### src/rtl/spi_peripheral.sv
// SPI mode 0 responder: oversamples SCK/MOSI/CS_N in sys_clk, shifts MSB-first
// words in on MOSI and out on MISO, with a one-entry transmit holding register.
module spi_peripheral #(
  parameter int DATA_WIDTH  = 8,
  parameter int SYNC_STAGES = 2
) (
  input  logic                  sys_clk,
  input  logic                  cpu_rst,
  input  logic                  spi_sck,
  input  logic                  spi_mosi,
  input  logic                  spi_cs_n,
  output logic                  spi_miso,
  input  logic [DATA_WIDTH-1:0] tx_data,
  input  logic                  tx_valid,
  output logic                  tx_ready,
  output logic [DATA_WIDTH-1:0] rx_data,
  output logic                  rx_valid,
  output logic                  tx_underrun,
  output logic                  busy
);

  localparam int CNT_W = (DATA_WIDTH > 1) ? $clog2(DATA_WIDTH) : 1;

  localparam logic [0:0] IDLE   = 1'b0;
  localparam logic [0:0] ACTIVE = 1'b1;

  logic [0:0]             state;
  logic [SYNC_STAGES-1:0] sck_sync;
  logic [SYNC_STAGES-1:0] mosi_sync;
  logic [SYNC_STAGES-1:0] cs_sync;
  logic [SYNC_STAGES-1:0] sync_fill;
  logic                   sck_prev;
  logic                   cs_prev;
  logic                   cs_armed;

  logic                   sck_s;
  logic                   mosi_s;
  logic                   cs_s;
  logic                   sck_rise;
  logic                   sck_fall;
  logic                   cs_rise;
  logic                   cs_fall;

  logic [DATA_WIDTH-1:0]  hold_data;
  logic                   hold_full;
  logic                   hold_capture;
  logic [DATA_WIDTH-1:0]  tx_shift;
  logic [DATA_WIDTH-1:0]  rx_shift;
  logic [CNT_W-1:0]       bit_cnt;
  logic                   load_pending;
  logic                   do_load;
  logic [DATA_WIDTH-1:0]  load_word;

  assign sck_s  = sck_sync[SYNC_STAGES-1];
  assign mosi_s = mosi_sync[SYNC_STAGES-1];
  assign cs_s   = cs_sync[SYNC_STAGES-1];

  // sync_fill marks when the chains hold real samples rather than reset values,
  // so a CS_N held low through reset cannot masquerade as a falling edge.
  always_ff @(posedge sys_clk) begin
    if (cpu_rst) begin
      sck_sync  <= '0;
      mosi_sync <= '0;
      cs_sync   <= '1;
      sync_fill <= '0;
      sck_prev  <= 1'b0;
      cs_prev   <= 1'b1;
      cs_armed  <= 1'b0;
    end else begin
      sck_sync  <= {sck_sync[SYNC_STAGES-2:0], spi_sck};
      mosi_sync <= {mosi_sync[SYNC_STAGES-2:0], spi_mosi};
      cs_sync   <= {cs_sync[SYNC_STAGES-2:0], spi_cs_n};
      sync_fill <= {sync_fill[SYNC_STAGES-2:0], 1'b1};
      sck_prev  <= sck_s;
      cs_prev   <= cs_s;
      if (sync_fill[SYNC_STAGES-1] && cs_s) cs_armed <= 1'b1;
    end
  end

  always_comb begin
    sck_rise     = sck_s & ~sck_prev;
    sck_fall     = ~sck_s & sck_prev;
    cs_rise      = cs_s & ~cs_prev;
    cs_fall      = cs_armed & cs_prev & ~cs_s;
    hold_capture = tx_valid & ~hold_full;
    do_load      = ((state == IDLE) && cs_fall) ||
                   ((state == ACTIVE) && !cs_rise && sck_fall && load_pending);
    load_word    = hold_full ? hold_data : '0;
  end

  assign tx_ready = ~hold_full;
  assign busy     = (state == ACTIVE);

  // Capture is only possible while empty, so a same-cycle load has already
  // taken zeros and the new word simply fills the entry.
  always_ff @(posedge sys_clk) begin
    if (cpu_rst) begin
      hold_data <= '0;
      hold_full <= 1'b0;
    end else if (hold_capture) begin
      hold_data <= tx_data;
      hold_full <= 1'b1;
    end else if (do_load) begin
      hold_full <= 1'b0;
    end
  end

  always_ff @(posedge sys_clk) begin
    if (cpu_rst) begin
      state        <= IDLE;
      bit_cnt      <= '0;
      load_pending <= 1'b0;
      tx_shift     <= '0;
      rx_shift     <= '0;
      rx_data      <= '0;
      rx_valid     <= 1'b0;
      tx_underrun  <= 1'b0;
      spi_miso     <= 1'b0;
    end else begin
      rx_valid    <= 1'b0;
      tx_underrun <= 1'b0;

      if (do_load) begin
        tx_shift    <= load_word;
        spi_miso    <= load_word[DATA_WIDTH-1];
        tx_underrun <= ~hold_full;
      end

      case (state)
        IDLE: begin
          if (cs_fall) begin
            state        <= ACTIVE;
            bit_cnt      <= '0;
            load_pending <= 1'b0;
          end
        end
        ACTIVE: begin
          if (cs_rise) begin
            state        <= IDLE;
            bit_cnt      <= '0;
            load_pending <= 1'b0;
            spi_miso     <= 1'b0;
          end else if (sck_rise) begin
            rx_shift <= {rx_shift[DATA_WIDTH-2:0], mosi_s};
            if (bit_cnt == CNT_W'(DATA_WIDTH - 1)) begin
              rx_data      <= {rx_shift[DATA_WIDTH-2:0], mosi_s};
              rx_valid     <= 1'b1;
              bit_cnt      <= '0;
              load_pending <= 1'b1;
            end else begin
              bit_cnt <= bit_cnt + 1'b1;
            end
          end else if (sck_fall) begin
            if (load_pending) begin
              load_pending <= 1'b0;
            end else begin
              tx_shift <= {tx_shift[DATA_WIDTH-2:0], 1'b0};
              spi_miso <= tx_shift[DATA_WIDTH-2];
            end
          end
        end
        default: state <= IDLE;
      endcase
    end
  end

endmodule
### config.mk
export PLATFORM = sky130hd
export DESIGN_NAME = spi_peripheral
export DESIGN_NICKNAME = d
export VERILOG_FILES = /design/src/rtl/spi_peripheral.sv
export SDC_FILE = /design/constraint.sdc
export NUM_CORES = 1
export LEC_CHECK = 0
export BUFFER_PORTS_ARGS = -buffer_cell sky130_fd_sc_hd__buf_2
export CAP_MARGIN = 20
export CORE_MARGIN = 5
export CORE_UTILIZATION = 55
export DETAILED_ROUTE_END_ITERATION = 8
export PLACE_DENSITY_LB_ADDON = 0.3
export RECOVER_POWER = 100
export SYNTH_ARGS = -nofsm -noshare
export SYNTH_HDL_FRONTEND = slang
export SYNTH_SLANG_ARGS = --single-unit
### constraint.sdc
create_clock -name sys_clk -period 1.86 [get_ports sys_clk]
set_clock_uncertainty 0.2 [all_clocks]
set_input_delay 0.186 -clock sys_clk [delete_from_list [all_inputs] [get_ports sys_clk]]
set_output_delay 0.186 -clock sys_clk [all_outputs]
set_load 0.05 [all_outputs]
==> results of run 1 <==
layout by cell type, fill, tap and decap left out, drive strengths merged, types with 2 or more instances in the layout:
cell type,instances
a211oi,4
a21oi,29
a32oi,2
and2b,3
buf,17
clkbuf,21
dfxtp,50
dlygate4sd3,11
ha,2
inv,2
mux2,3
nand2,48
nand2b,4
nand3,11
nand4,2
nor2,11
nor2b,8
o21ai,5
o22ai,3
or2,4
state kept, by name, indices dropped and copies added, names as in the netlist, 2 cells and up:
| name | count |
|---|---|
| rx_data | 8 |
| bit_cnt | 3 |
| rx_shift | 7 |
| sync_fill | 2 |
| hold_data | 8 |
| tx_shift | 7 |
| mosi_sync | 2 |
| sck_sync | 2 |
| cs_sync | 2 |
layout make-up:
| type | instances | area, µm² |
|---|---|---|
| fill | 297 | 1124 |
| clock inverter | 2 | 12.51 |
| clock buffer | 6 | 51.30 |
| multi-input combinational | 153 | 868.3 |
| tap | 46 | 57.56 |
| sequential | 50 | 1002 |
| inverter | 2 | 7.507 |
| timing repair buffer | 43 | 266.5 |
metal layers:
metal	global-route usage [%]	up-vias	wire (µm)
li1	-	819	-
met1	21.65	699	1765
met2	27.22	25	1746
met3	4.203	10	152
met4	10.64	0	123
met5	0	-	0
power breakdown:
part | internal [mW] | total [mW] | leakage, nW | switching (mW)
clock | 0.182 | 0.506 | 0.0343 | 0.324
sequential | 1.10 | 1.12 | 0.407 | 0.0187
combinational | 0.0536 | 0.119 | 0.394 | 0.0652
total | 1.33 | 1.74 | 0.836 | 0.408
what timing repair did:
item / in CTS / in global routing
resized for setup: 0 / 2
endpoints found under the setup margin: 0 / 6
hold buffers: 11 / 0
endpoints found under the hold margin: 11 / 0
logic make-up (layout without fill, tap and decap cells):
| kind of cell | count (synthesis) | count (layout) | share of synthesized area (%) |
|---|---|---|---|
| AOI/OAI and AO/OA | 49 | 49 | 15.88 |
| adders and majority gates | 2 | 2 | 1.275 |
| buffers and inverters | 16 | 53 | 5.357 |
| DFF | 50 | 50 | 51.02 |
| and+or+nand+nor | 98 | 98 | 24.23 |
| muxes | 4 | 4 | 2.232 |
worst reg2reg max path, delay by kind of cell, from the launching register on:
kind | cells | cell delay [ns]
buf+inv | 1 | 0.20
simple gates | 1 | 0.27
flops | 1 | 0.45
compound gates | 3 | 0.53
metrics by stage:
stage / setup WS (ns) / util (%) / instances / area [µm²]
2_1_floorplan: 0.1589 / - / 219 / 1963
3_3_place_gp: 0.1806 / 61.90 / 283 / 2098
3_5_place_dp: 0.07307 / 61.90 / 283 / 2098
4_1_cts: 0.06042 / 67.04 / 302 / 2272
5_1_grt: 0.02363 / 66.85 / 302 / 2266
6_report: 0.1478 / 66.85 / 302 / 2266
how the worst max path moves through the flow:
stage / endpoint / slack [ns] / depth (start not counted)
3_5_place_dp: tx_shift[5] / 0.07 / 5
6_report: tx_shift[5] / 0.15 / 5
4_1_cts: tx_shift[5] / 0.06 / 5
2_1_floorplan: rx_data[0] / 0.16 / 6
3_3_place_gp: tx_shift[0] / 0.18 / 5
5_1_grt: tx_shift[5] / 0.02 / 5
==> qor.csv, run 1 <==
metric,value,unit
Static Leak,0.8357,nW
CORE AREA,0.003390,mm²
Final Cycle Share,92.05,%
initial antenna violation count,0,
RSZ-0062 raised after global routing,no,
"Setup Fix Bufs, Post-CTS",0,
WHS,0.09539,ns
Via density,5.142,
PD cells,767.9,mW/mm²
final hold vios,0,
"EDFF count, synth",0,
cell area after synthesis,0.001962,mm²
Die Ht,69.73,µm
grt total ovfl,0,
WL per Instance,12.54,µm
die area,0.004862,mm²
# setup viols final,0,
overall power,1.740,mW
routed wire length,3.788,mm
Cells after Synth,219,
CP Launch Point,cs_sync[1],
clock buffer depth,2,
post-synthesis net count,235,
Final Slew Violations,0,
relative slew slack,34.01,%
vias in the first global route,1473,
Worst VDD drop,0.0006801,V
min-delay worst type,input port to flop,
Initial Util,57.88,%
most common cell in the netlist,dfxtp_1,
max incr delay on CP,0.45,ns
GRT Total Usage,17.45,%
post-route ant nets,0,
R2R depth,5,
CP Buf/Inv Count,1,
Synth area leaders,"dfxtp_1 51%, nand2_1 9.2%, a21oi_1 7.4%",
Worst-Skew Late Latency,0.37,ns
"setup slack, reg-to-reg",0.15,ns
Reg-to-Reg Start,cs_sync[1],
Final Critical Period,1.712,ns
post-synthesis async set-or-reset flop share,0,%
CTS Root Cell,clkbuf_4,
Via Count,1553,
Worst Setup End Kind,flop,
Yosys reg bits,50,
Yosys cell types,36,
# diodes,0,
Mean Syn Cell Area,8.958,µm²
setup TNS,0,ns
Peak Freq,584.1,MHz
Ys Warns,0,
Hold EP,hold_data[4],
Chip Width,69.73,µm
IO Count,27,
PortBufs,26,
drt initial violations,97,
Worst-path clk slew,0.13,ns
"area leader, netlist",dfxtp_1,
number of DRC violations after detailed routing,0,
sequential share of the synthesized area,51.02,%
Critical Path RT,1.95,ns
"CP delay by family, top",compound AO/OA/AOI/OAI gates,
hold path cells,4,
"Data arrival, critical path",1.80,ns
slowest CP cell,dfxtp_1,
depth of the CTS H-tree,2,
Worst Setup Start Kind,flop,
layout cells sized above 1,15.23,%
crit path cell chain,and4bb_1 -> a41oi_4 -> buf_4 -> a21oi_1 -> a211oi_1,
area grow syn2layout,15.50,%
RR Endpoint,tx_shift[5],
ys flop type,dfxtp_1,
Hold Crit Start,tx_valid,
top post-synthesis cells by count,"50 x dfxtp_1, 48 x nand2_1, 29 x a21oi_1",
crit path kind,flop to flop,
Pre-antenna DRT Iters,4,
CTS tree,done,
max cap viols,0,
largest net degree at the start of global routing,26,
Worst Max-Slew Pin Slew,0.9898,ns
Row Count,21,
top cell type's share of synthesized area,51.02,%
outcome,finished clean,
first-pass GRT wire length,6.748,mm
dpl hpwl,2.529,mm
crit-path max FO,7,
total CTS buffers,5,
clk sinks,50,
Final Net Count,271,
routability cong.,0.8124,
No activity file was read; power rests on OpenSTA's default activity.
==> inputs of run 2 (changes only) <==
--- a/config.mk
+++ b/config.mk
@@ -8,4 +8,5 @@
 export BUFFER_PORTS_ARGS = -buffer_cell sky130_fd_sc_hd__buf_2
 export CAP_MARGIN = 20
+export CORE_ASPECT_RATIO = 0.75
 export CORE_MARGIN = 5
 export CORE_UTILIZATION = 55
==> constraint.sdc (replaced) <==
create_clock -name sys_clk -period 1.86 [get_ports sys_clk]
set_clock_uncertainty 0.2 [all_clocks]
set_input_delay 0 -clock sys_clk [delete_from_list [all_inputs] [get_ports sys_clk]]
set_output_delay 0 -clock sys_clk [all_outputs]
set_load 0.05 [all_outputs]
==> run 2 against run 1 <==
  * Combinational power up 10%
  * Critical endpoint is now hold_data[2]
  * Global-route usage is 1.2 points higher
  * Flip-flop and latch count stayed put
  * Fmax down 0.67%
  * Wire length up 6.3%
  * Setup slack got worse by 0.012 ns
  * Final cell count unchanged
  * Clock power rose by 20%
  * Via count up 4.2%
  * Largest power group unchanged
  * Sequential share of layout area fell by 1.3 points
  * Clock-buffer cell count decreased by 1
==> qor.csv, run 2 (synthesized netlist as in run 1, its figures left out) <==
metric,value,unit,change
Final Critical Period,1.724,ns,was 1.712 ns
clk sinks,50,,unchanged
area grow syn2layout,18.94,%,was 15.50%
largest net degree at the start of global routing,27,,was 26
PortBufs,26,,unchanged
fill cell count,272,,was 297
crit-path max FO,12,,was 7
CTS tree,done,,unchanged
# setup viols final,0,,unchanged
initial antenna violation count,0,,unchanged
Via Count,1618,,was 1553
"setup slack, reg-to-reg",0.14,ns,was 0.15 ns
Worst Setup End Kind,flop,,unchanged
Reg area,0.001002,mm²,unchanged
RSZ-0062 raised after global routing,no,,unchanged
Worst-Skew Late Latency,0.31,ns,was 0.37 ns
Die Ht,61.73,µm,was 69.73 µm
Worst Setup Start Kind,flop,,unchanged
placed cell areas,0.002091,mm²,was 0.002098 mm²
outcome,finished clean,,unchanged
Worst Max-Slew Pin Slew,0.6127,ns,was 0.9898 ns
final hold vios,0,,unchanged
dpl hpwl,2.623,mm,was 2.529 mm
post-route ant nets,0,,unchanged
CTS Root Cell,clkbuf_8,,was clkbuf_4
routability cong.,0.7410,,was 0.8124
Critical Path RT,1.85,ns,was 1.95 ns
Final Net Count,278,,was 271
Final Slew Violations,0,,unchanged
PD cells,794.7,mW/mm²,was 767.9 mW/mm²
Final Cycle Share,92.68,%,was 92.05%
max cap viols,0,,unchanged
setup TNS,0,ns,unchanged
depth of the CTS H-tree,2,,unchanged
GRT Total Usage,18.65,%,was 17.45%
drt initial violations,189,,was 97
Via density,5.358,,was 5.142
relative slew slack,59.33,%,was 34.01%
Worst VDD drop,0.0005692,V,was 0.0006801 V
fin area,0.002333,mm²,was 0.002266 mm²
Static Leak,0.8705,nW,was 0.8357 nW
Row Count,18,,was 21
routed wire length,4.025,mm,was 3.788 mm
die area,0.004874,mm²,was 0.004862 mm²
CORE AREA,0.003356,mm²,was 0.003390 mm²
Pre-antenna DRT Iters,4,,unchanged
area occupied by multi-input gates,859.6,µm²,was 868.3 µm²
clock buffer depth,2,,unchanged
vias in the first global route,1488,,was 1473
total CTS buffers,5,,unchanged
Peak Freq,580.1,MHz,was 584.1 MHz
most frequent cells in the layout,"49 x dfxtp_1, 48 x nand2_1, 29 x a21oi_1",,unchanged
grt total ovfl,0,,unchanged
WL per Instance,13.33,µm,was 12.54 µm
crit path kind,flop to flop,,unchanged
Chip Width,78.97,µm,was 69.73 µm
number of DRC violations after detailed routing,0,,unchanged
layout cells sized above 1,14.89,%,was 15.23%
first-pass GRT wire length,6.920,mm,was 6.748 mm
# diodes,0,,unchanged
Worst-path clk slew,0.09,ns,was 0.13 ns
"Data arrival, critical path",1.71,ns,was 1.80 ns
min-delay worst type,flop to flop,,was input port to flop
IO Count,27,,unchanged
Initial Util,58.46,%,was 57.88%
"commonest non-fill, non-tap cell in the layout",dfxtp_1,,unchanged
Top Registers,"hold_data (8), rx_data (8)",,unchanged
## run 2: repair_timing
action / in CTS / in global routing
buffers inserted: 0 / 1
hold buffers: 17 / 0
resized for setup: 0 / 3
endpoints found under the hold margin: 19 / 0
setup endpoints to repair: 0 / 13
## run 2: area by class of cell
type                    instances  share of cell area, %
clock inverters                 2                 0.5898
flip-flops and latches         50                  42.95
multi-input cells             153                  36.84
well taps                      40                  2.145
clock buffers                   5                  2.949
inverters                       2                 0.3217
repair buffers                 50                  14.21
## run 2: critical path, stage by stage, from the launching register on
cell and delay (ns):
dfxtp_1 0.60, nor2b_4 0.10, nand2_1 0.09, dlygate4sd3_1 0.55
a21oi_1 0.06
## run 2: path summary, 6_finish.rpt
path,cells after the start,endpoint,start
min,1,cs_sync[1],cs_sync[0]
max,4,hold_data[2],hold_full
max reg2reg,4,hold_data[2],hold_full
min reg2reg,1,cs_sync[1],cs_sync[0]
## run 2: where the power goes
part	leakage [nW]	switching, mW	internal, mW	total, mW
Clock	0.0444	0.349	0.260	0.609
Combinational	0.419	0.0680	0.0629	0.131
Sequential	0.407	0.0192	1.10	1.11
Total	0.870	0.436	1.42	1.85
## run 2: metrics by stage
stage | total power [mW] | worst slack (ns) | hold WS, ns | std cells | utilization (%)
final | 1.854 | 0.1362 | 0.2138 | 302 | 69.54
after CTS | 1.863 | 0.03232 | 0.2153 | 301 | 69.84
after global routing | 1.936 | 0.01600 | 0.2482 | 302 | 69.54
after detailed placement | 1.238 | 0.1407 | -0.003307 | 277 | 62.30
after floorplan | 1.209 | 0.1589 | -0.09619 | 219 | -
after global placement | 1.234 | 0.1849 | -0.01713 | 277 | 62.30
## run 2: layer usage
metal / global-route usage, % / routed length (µm) / up-vias
met5: 0 / 0 / -
met4: 8.578 / 61 / 0
met3: 5.043 / 161 / 8
met2: 28.78 / 1767 / 36
met1: 24.93 / 2035 / 746
li1: - / - / 828
